$ cat src/rtl/ir_byte_fetch.sv
// Two-byte instruction fetch sequencer: reads BaseAddr and BaseAddr+1 from byte memory,
// loads each byte into the downstream 16-bit Register and presents the assembled word.
module ir_byte_fetch #(
    parameter int ADDR_W    = 16,
    parameter int RD_LAT    = 1,
    parameter bit LOW_FIRST = 1'b1
) (
    input  logic              Clock,
    input  logic              Reset,
    input  logic              Start,
    input  logic [ADDR_W-1:0] BaseAddr,
    output logic [ADDR_W-1:0] MemAddr,
    output logic              MemRd,
    input  logic [7:0]        MemData,
    output logic [15:0]       RegI,
    output logic              RegE,
    output logic [2:0]        RegFunSel,
    output logic [15:0]       Word,
    output logic              Busy,
    output logic              Done
);

    typedef enum logic [2:0] {
        IDLE,
        RD1,
        WAIT1,
        LD1,
        RD2,
        WAIT2,
        LD2,
        DONE
    } state_t;

    localparam logic [2:0] FS_LO     = 3'b101;
    localparam logic [2:0] FS_HI     = 3'b110;
    localparam logic [2:0] FIRST_FS  = LOW_FIRST ? FS_LO : FS_HI;
    localparam logic [2:0] SECOND_FS = LOW_FIRST ? FS_HI : FS_LO;
    localparam logic [1:0] CNT_LAST  = 2'(RD_LAT - 1);

    state_t              state_q, state_d;
    logic [ADDR_W-1:0]   addr_q, addr_d;
    logic [ADDR_W-1:0]   last_addr_q, last_addr_d;
    logic [1:0]          cnt_q, cnt_d;
    logic [7:0]          b1_q, b1_d;
    logic [7:0]          b2_q, b2_d;
    logic [15:0]         word_q, word_d;

    always_ff @(posedge Clock) begin
        if (Reset) begin
            state_q     <= IDLE;
            addr_q      <= '0;
            last_addr_q <= '0;
            cnt_q       <= '0;
            b1_q        <= '0;
            b2_q        <= '0;
            word_q      <= '0;
        end else begin
            state_q     <= state_d;
            addr_q      <= addr_d;
            last_addr_q <= last_addr_d;
            cnt_q       <= cnt_d;
            b1_q        <= b1_d;
            b2_q        <= b2_d;
            word_q      <= word_d;
        end
    end

    // Next-state logic; the WAIT states capture MemData only on their final cycle.
    always_comb begin
        state_d     = state_q;
        addr_d      = addr_q;
        last_addr_d = last_addr_q;
        cnt_d       = cnt_q;
        b1_d        = b1_q;
        b2_d        = b2_q;
        word_d      = word_q;
        case (state_q)
            IDLE: begin
                if (Start) begin
                    addr_d  = BaseAddr;
                    word_d  = '0;
                    state_d = RD1;
                end
            end
            RD1: begin
                last_addr_d = addr_q;
                state_d     = WAIT1;
            end
            WAIT1: begin
                if (cnt_q == CNT_LAST) begin
                    b1_d    = MemData;
                    cnt_d   = '0;
                    state_d = LD1;
                end else begin
                    cnt_d = cnt_q + 2'd1;
                end
            end
            LD1: state_d = RD2;
            RD2: begin
                last_addr_d = addr_q + ADDR_W'(1);
                state_d     = WAIT2;
            end
            WAIT2: begin
                if (cnt_q == CNT_LAST) begin
                    b2_d    = MemData;
                    cnt_d   = '0;
                    state_d = LD2;
                end else begin
                    cnt_d = cnt_q + 2'd1;
                end
            end
            LD2: begin
                word_d  = LOW_FIRST ? {b2_q, b1_q} : {b1_q, b2_q};
                state_d = DONE;
            end
            DONE:    state_d = IDLE;
            default: state_d = IDLE;
        endcase
    end

    // Moore outputs; MemAddr falls back to the last address actually driven.
    always_comb begin
        MemAddr   = last_addr_q;
        MemRd     = 1'b0;
        RegI      = 16'h0000;
        RegE      = 1'b0;
        RegFunSel = 3'b000;
        Word      = word_q;
        Busy      = (state_q != IDLE);
        Done      = 1'b0;
        case (state_q)
            RD1: begin
                MemRd   = 1'b1;
                MemAddr = addr_q;
            end
            RD2: begin
                MemRd   = 1'b1;
                MemAddr = addr_q + ADDR_W'(1);
            end
            LD1: begin
                RegE      = 1'b1;
                RegFunSel = FIRST_FS;
                RegI      = {8'h00, b1_q};
            end
            LD2: begin
                RegE      = 1'b1;
                RegFunSel = SECOND_FS;
                RegI      = {8'h00, b2_q};
            end
            DONE:    Done = 1'b1;
            default: ;
        endcase
    end

endmodule

$ cat config.mk
export PLATFORM = sky130hd
export DESIGN_NAME = ir_byte_fetch
export DESIGN_NICKNAME = d
export VERILOG_FILES = /design/src/rtl/ir_byte_fetch.sv
export SDC_FILE = /design/constraint.sdc
export NUM_CORES = 1
export LEC_CHECK = 0
export CAP_MARGIN = 20
export CORE_MARGIN = 2
export CORE_UTILIZATION = 30
export CTS_BUF_LIST = sky130_fd_sc_hd__clkbuf_2
export DETAILED_ROUTE_END_ITERATION = 10
export PLACE_DENSITY = 0.61
export SLEW_MARGIN = 20
export SYNTH_ARGS = -nofsm -noshare
export SYNTH_HDL_FRONTEND = slang
export SYNTH_SLANG_ARGS = --single-unit
$ cat constraint.sdc
create_clock -name Clock -period 2.33 [get_ports Clock]
set_clock_uncertainty 0.1 [all_clocks]
set_input_delay 0.466 -clock Clock [delete_from_list [all_inputs] [get_ports Clock]]
set_output_delay 0.466 -clock Clock [all_outputs]
set_load 0.005 [all_outputs]
==> results of run 1 <==
-- flip-flops by register name, indices dropped and copies added (netlist names) --
register and flops:
state_q 3, cnt_q 2, addr_q 16, Word 16, b1_q 8, b2_q 8
last_addr_q 16
-- Yosys cell counts, drive strengths merged --
master / count
nand2b: 1
o31a: 2
a211o: 2
inv: 6
nor4b: 3
nand3b: 1
o311ai: 1
nor3: 2
nor4: 7
nand3: 19
a21oi: 51
or3: 1
o2bb2ai: 2
o211ai: 1
and3: 4
a31oi: 4
a211oi: 1
a32oi: 1
nand4b: 1
nor2b: 7
o21ai: 11
or2: 1
a21o: 1
conb: 1
nand4: 5
and2: 3
ha: 3
a32o: 5
dfxtp: 69
clkinv: 3
or3b: 2
nor3b: 6
nand2: 75
mux2i: 14
a22o: 8
a21bo: 1
a221o: 4
nor2: 30
a22oi: 11
buf: 24
clkbuf: 16
-- logic make-up (layout without fill, tap and decap cells) --
| logic type | after synthesis | in the layout |
|---|---|---|
| other cells | 1 | 8 |
| mux | 14 | 14 |
| simple gates | 168 | 168 |
| fa+ha+maj | 3 | 3 |
| flops | 69 | 69 |
| compound gates | 106 | 106 |
| buf+inv | 49 | 206 |
-- what timing repair did --
action | 4_1_cts | 5_1_grt
gates cloned | 2 | 0
endpoints found under the setup margin | 31 | 31
pin swaps | 40 | 26
buffers inserted | 43 | 16
gates resized for setup | 181 | 51
-- power by group through the flow --
stage | clock network, W | logic, W | registers, W
after CTS | 0.000925 | 0.000568 | 0.00127
after global routing | 0.000979 | 0.000653 | 0.00128
after detailed placement | 0 | 0.000492 | 0.00129
after floorplan | 0 | 0.000259 | 0.00128
final | 0.000913 | 0.000603 | 0.00127
after global placement | 0 | 0.000486 | 0.00129
-- worst paths after layout --
kind / from / slack, ps / end
setup / recovery: addr_q[4] / -470 / MemAddr[13]
hold / removal: Reset / 140 / last_addr_q[1]
setup reg to reg: state_q[1] / 10 / last_addr_q[13]
hold reg to reg: b1_q[4] / 360 / Word[4]
-- critical path: stages (launching register included) --
cell and delay [ps]:
dfxtp_1 420, nand4_1 170, buf_4 180, nor4_2 330
mux2i_1 330, nand2_1 130, buf_2 150
-- routing by layer --
| metal | part of all wire | wire, um | GRT usage | vias up |
|---|---|---|---|---|
| li1 | - | - | - | 1748 |
| met1 | 0.41 | 4640 | 0.222 | 1721 |
| met2 | 0.49 | 5540 | 0.322 | 141 |
| met3 | 0.071 | 798 | 0.0522 | 28 |
| met4 | 0.026 | 296 | 0.0750 | 0 |
| met5 | 0 | 0 | 0 | - |
-- per-stage QoR --
step / worst slack, ps / hold WS, ps
floorplan: 260 / 344
global placement: -222 / 354
detailed placement: -268 / 362
CTS: -407 / 113
global route: -606 / 99.3
finish: -468 / 139
-- area by class of cell --
class	instances	area, um^2
repair buffers	181	1560
clock inverters	7	114
flip-flops and latches	69	1400
clock buffers	9	45.0
inverters	9	58.8
fillers	1024	5500
well taps	140	175
multi-input cells	299	1990
==> results by group, run 1 <==
Synth
  – Compound-Gate Fraction of Synth Area: 0.205
  – Flops & latches, synth: 69
  – Avg Cell Area, Syn: 8.12 um^2
  – Synth Area in XOR/XNOR: 0
  – Post-Synth Simple-Gate Area: 0.248
  – Mux cell area share after synthesis: 0.0421
  – Synth Instances: 410
  – Unique masters post-synth: 52
  – Sequential-to-total area share from yosys stat: 0.415
  – Synth warn: 0
  – Synth area leader: dfxtp_1
  – Yosys top cell area share: 0.415
  – Largest family of logic cells by synthesized area: simple AND/OR/NAND/NOR gates
  – Mapped Area: 3330 um^2
  – Largest cells by area after synthesis: dfxtp_1, nand2_1, a21oi_1
  – Synth Area in Adders: 0.0113

Detailed routing
  – Vias: 3638
  – Residual DRC count: 0
  – 1st-pass router iterations: 4
  – WL final: 11.3 mm
  – Vias/cell: 5.10
  – Iter 0 DRT Violations: 107
  – Antenna Nets Post-Route: 0
  – Avg WL per Cell: 15.8 um

GRT
  – Initial antenna violation count: 0
  – Vias in the first global route: 3602
  – Total GRT Usage: 0.188
  – Largest net degree at the start of global routing: 46
  – First-pass GRT wire length: 17.4 mm
  – Overflow after GRT: 0

Critical path
  – Critical-path maximum fanout: 4
  – Worst Path Required: 1760 ps
  – Critical Path Start Type: flip-flop
  – Crit. End Element: primary output
  – CP arrival: 2230 ps
  – Crit Path Category: flip-flop to primary output
  – R2R cell count: 14

Floorplanning
  – # IOs: 82
  – Std-Cell Rows: 38
  – Initial cell density of the core: 0.307
  – Die area: 12000 um^2
  – Die height: 109 um
  – Core area: 10800 um^2
  – Die width: 109 um

Clock tree
  – Clk slew on worst S/H paths: 220 ps
  – Sink Count: 69
  – Clk buf depth: 2
  – H-tree Lvls: 3
  – Clk root buf: clkbuf_2
  – Num CTS Buffers: 9
  – Cts hold-fix bufs: 0
  – Worst skew pair latency: 540 ps
  – CTS tree: done

Pwr
  – PD cells: 522 nW/um^2
  – Part of the power in combinational logic: 0.216
  – Total power: 0.00279 W
  – Clock power frac: 0.328
  – Internal Power: 0.00199 W
  – Lkg Pwr: 2.20 nW
  – Psw: 0.000797 W
  – Flop pwr share: 0.456
  – Switching Share: 0.286
  – Worst IR Drop VDD: 0.000368 V

Timing
  – Setup_tns: -5590 ps
  – Setup violators final: 24
  – Hold Fails Final Rpt: 0
  – RSZ-0062 raised after global routing: yes
  – Fin. max-slew vios: 0
  – Max Clk Rate: 357 MHz
  – Post-route clock period utilization: 1.20
  – Final Worst Setup Slack: -468 ps
  – Post-layout minimum cycle time: 2800 ps

Finish
  – Nets: 599
  – Commonest non-fill, non-tap cell in the layout: buf_4
  – Fin util: 0.493
  – Layout Cells excl Fill: 714
  – Design area: 5340 um^2
  – Share of layout cells above drive strength 1: 0.368
  – Most frequent cells in the layout: buf_4, nand2_1, dfxtp_1
  – Ant diodes: 0
  – Area growth syn-to-layout: 60.6%

Worst hold path
  – Hold Crit Depth: 2
  – HP Class: input port to flip-flop

Place
  – Port Buffers: 73
  – Area after DPL: 4460 um^2
  – Gpl congestion: 0.834
  – Placed Cells: 642
  – Post-DP HPWL: 6.88 mm

Run status
  – Failing checks: setup timing
  – Status: finished, violations left

Run
  – Max-Cap Viols: 0
No activity file was read; power rests on OpenSTA's default activity.
==> inputs of run 2 (changes only) <==
Settings changed: CORE_UTILIZATION 30 to 35, GPL_ROUTABILITY_DRIVEN from default to 1, PLACE_DENSITY 0.61 to 0.68.
==> run 2 against run 1 <==
Compared with the run above:
- the run still ends with setup timing left
- die area fell by 14%
- combinational power rose by 21%
- global-route usage rose by 7.0 points
- sequential cell count did not move
- routed wire length rose by 24%
- sequential share of layout area fell by 2.4 points
- critical path depth rose by 2
- register-to-register slack got worse by 610 ps
- clock power fell by 27%
- largest power group unchanged
- highest routed layer unchanged
==> results by group, run 2 (synthesis results as in run 1) <==
Run status
  – Status: finished, violations left
  – Failing checks: setup timing

Detailed routing
  – WL final: 13.9 mm
  – Antenna Nets Post-Route: 0
  – 1st-pass router iterations: 5
  – Avg WL per Cell: 18.4 um
  – Vias/cell: 5.47
  – Residual DRC count: 0
  – Vias: 4143
  – Iter 0 DRT Violations: 201

Critical path
  – Most frequent CP cell: buf_6
  – Critical Path End: MemAddr[13]
  – CP max stage delay: 430 ps
  – Critical-path cell list: buf_6 > nand4_1 > buf_4 > buf_6 > nor4_4 > mux2i_1 > nand2_1 > buf_2
  – Critical Path Start: addr_q[0]
  – Critical-path maximum fanout: 3
  – CP arrival: 2380 ps
  – Critical Path Start Type: flip-flop
  – Crit Path Category: flip-flop to primary output
  – Reg2reg end: last_addr_q[8]
  – R2R cell count: 18
  – Worst reg-to-reg setup slack: -600 ps
  – Crit. End Element: primary output
  – R2R Path Start: addr_q[0]
  – CP max-delay cell: dfxtp_2
  – Worst Path Required: 1760 ps

Place
  – Gpl congestion: 0.904
  – Port Buffers: 73
  – Post-DP HPWL: 6.80 mm

Timing
  – Final Worst Setup Slack: -614 ps
  – Post-layout minimum cycle time: 2940 ps
  – Setup violators final: 27
  – Worst hold slack: 186 ps
  – Post-route clock period utilization: 1.26
  – Slew @ Worst Pin: 663 ps
  – RSZ-0062 raised after global routing: yes
  – Fin. max-slew vios: 0
  – Max Clk Rate: 340 MHz
  – Hold Fails Final Rpt: 0
  – Slew margin rel.: 0.556

Finish
  – Area growth syn-to-layout: 78.2%
  – Nets: 653
  – Fin util: 0.642
  – Share of layout cells above drive strength 1: 0.460
  – FILL cells: 721
  – Commonest non-fill, non-tap cell in the layout: buf_4
  – Ant diodes: 0
  – Most frequent cells in the layout: buf_4, nand2_1, dfxtp_1

Pwr
  – Internal Power: 0.00176 W
  – Switching Share: 0.344
  – Worst IR Drop VDD: 0.000324 V
  – PD cells: 452 nW/um^2
  – Flop pwr share: 0.478
  – Part of the power in combinational logic: 0.273
  – Clock power frac: 0.249
  – Lkg Pwr: 2.48 nW
  – Psw: 0.000922 W

Clock tree
  – Sink Count: 69
  – Worst skew pair latency: 540 ps
  – CTS tree: done
  – Clk buf depth: 2
  – Clk slew on worst S/H paths: 230 ps
  – Cts hold-fix bufs: 0
  – H-tree Lvls: 3
  – Clk root buf: clkbuf_2
  – Num CTS Buffers: 9

Floorplanning
  – Core area: 9240 um^2
  – Die area: 10300 um^2
  – Std-Cell Rows: 35
  – Initial cell density of the core: 0.360
  – # IOs: 82
  – Die width: 102 um
  – Die height: 102 um

GRT
  – First-pass GRT wire length: 20.7 mm
  – Total GRT Usage: 0.258
  – Initial antenna violation count: 0
  – Vias in the first global route: 4168
  – Overflow after GRT: 0
  – Largest net degree at the start of global routing: 30

Worst hold path
  – HP Class: input port to flip-flop

Run
  – Max-Cap Viols: 0
==> run 2: changes by cell type in the layout (fill, tap and decap cells not counted), sizes merged <==
| cell | before | now |
|---|---|---|
| buf | 132 | 187 |
| dlygate4sd2 | 1 | 0 |
| clkinvlp | 1 | 3 |
| inv | 6 | 13 |
| clkdlybuf4s15 | 0 | 1 |
| bufinv | 3 | 0 |
| clkinv | 6 | 0 |
| clkbuf | 15 | 14 |
==> run 2: stage by stage <==
step / TNS, ps / instances / setup slack, ps / cell area [um^2] / power [W]
4_1_cts: -6960 / 731 / -400 / 5550 / 0.00258
6_report: -9350 / 757 / -614 / 5930 / 0.00268
3_3_place_gp: -1110 / 638 / -163 / 4480 / 0.00177
2_1_floorplan: 0 / 417 / 260 / 3350 / 0.00154
3_5_place_dp: -1500 / 638 / -178 / 4480 / 0.00178
5_1_grt: -11670 / 757 / -671 / 5930 / 0.00280
==> run 2: final cells by class <==
cell class	instances	area, um^2	share of cell area
inverter	9	46.3	0.00781
sequential	69	1410	0.238
clock inverter	7	57.6	0.00971
clock buffer	9	45.0	0.00760
tap	129	161	0.0272
timing repair buffer	235	2050	0.346
multi-input combinational	299	2160	0.364
==> run 2: worst min-delay path by stage <==
stage	start	to	depth (start not counted)
floorplan	last_addr_q[1]	last_addr_q[1]	2
global placement	Word[0]	Word[0]	2
detailed placement	Word[5]	Word[5]	2
global route	Reset	Word[10]	2
CTS	Reset	Word[10]	2
finish	Reset	b1_q[5]	2
==> run 2: power groups by stage <==
stage / combinational (W) / sequential (W) / clock [W]
after global placement: 0.000480 / 0.00129 / 0
after global routing: 0.000774 / 0.00129 / 0.000739
after floorplan: 0.000259 / 0.00128 / 0
after detailed placement: 0.000487 / 0.00129 / 0
final: 0.000732 / 0.00128 / 0.000666
after CTS: 0.000622 / 0.00128 / 0.000681
==> run 2: what timing repair did <==
| action | 4_1_cts | 5_1_grt |
|---|---|---|
| pin swaps | 56 | 29 |
| endpoints found under the setup margin | 31 | 32 |
| buffers inserted | 77 | 33 |
| gates cloned | 1 | 0 |
| resized for setup | 229 | 62 |
==> run 2: critical path, delay by kind of cell, from the launching register on <==
| family | cells | cell delay, ps |
|---|---|---|
| buf+inv | 4 | 600 |
| flops | 1 | 430 |
| mux | 1 | 300 |
| simple gates | 3 | 520 |
==> run 2: per-layer routing <==
metal	track usage	routed length (um)	share of wire
met3	0.0635	961	0.069
met2	0.462	7040	0.51
met1	0.281	5090	0.36
met5	0	0	0
met4	0.132	848	0.061
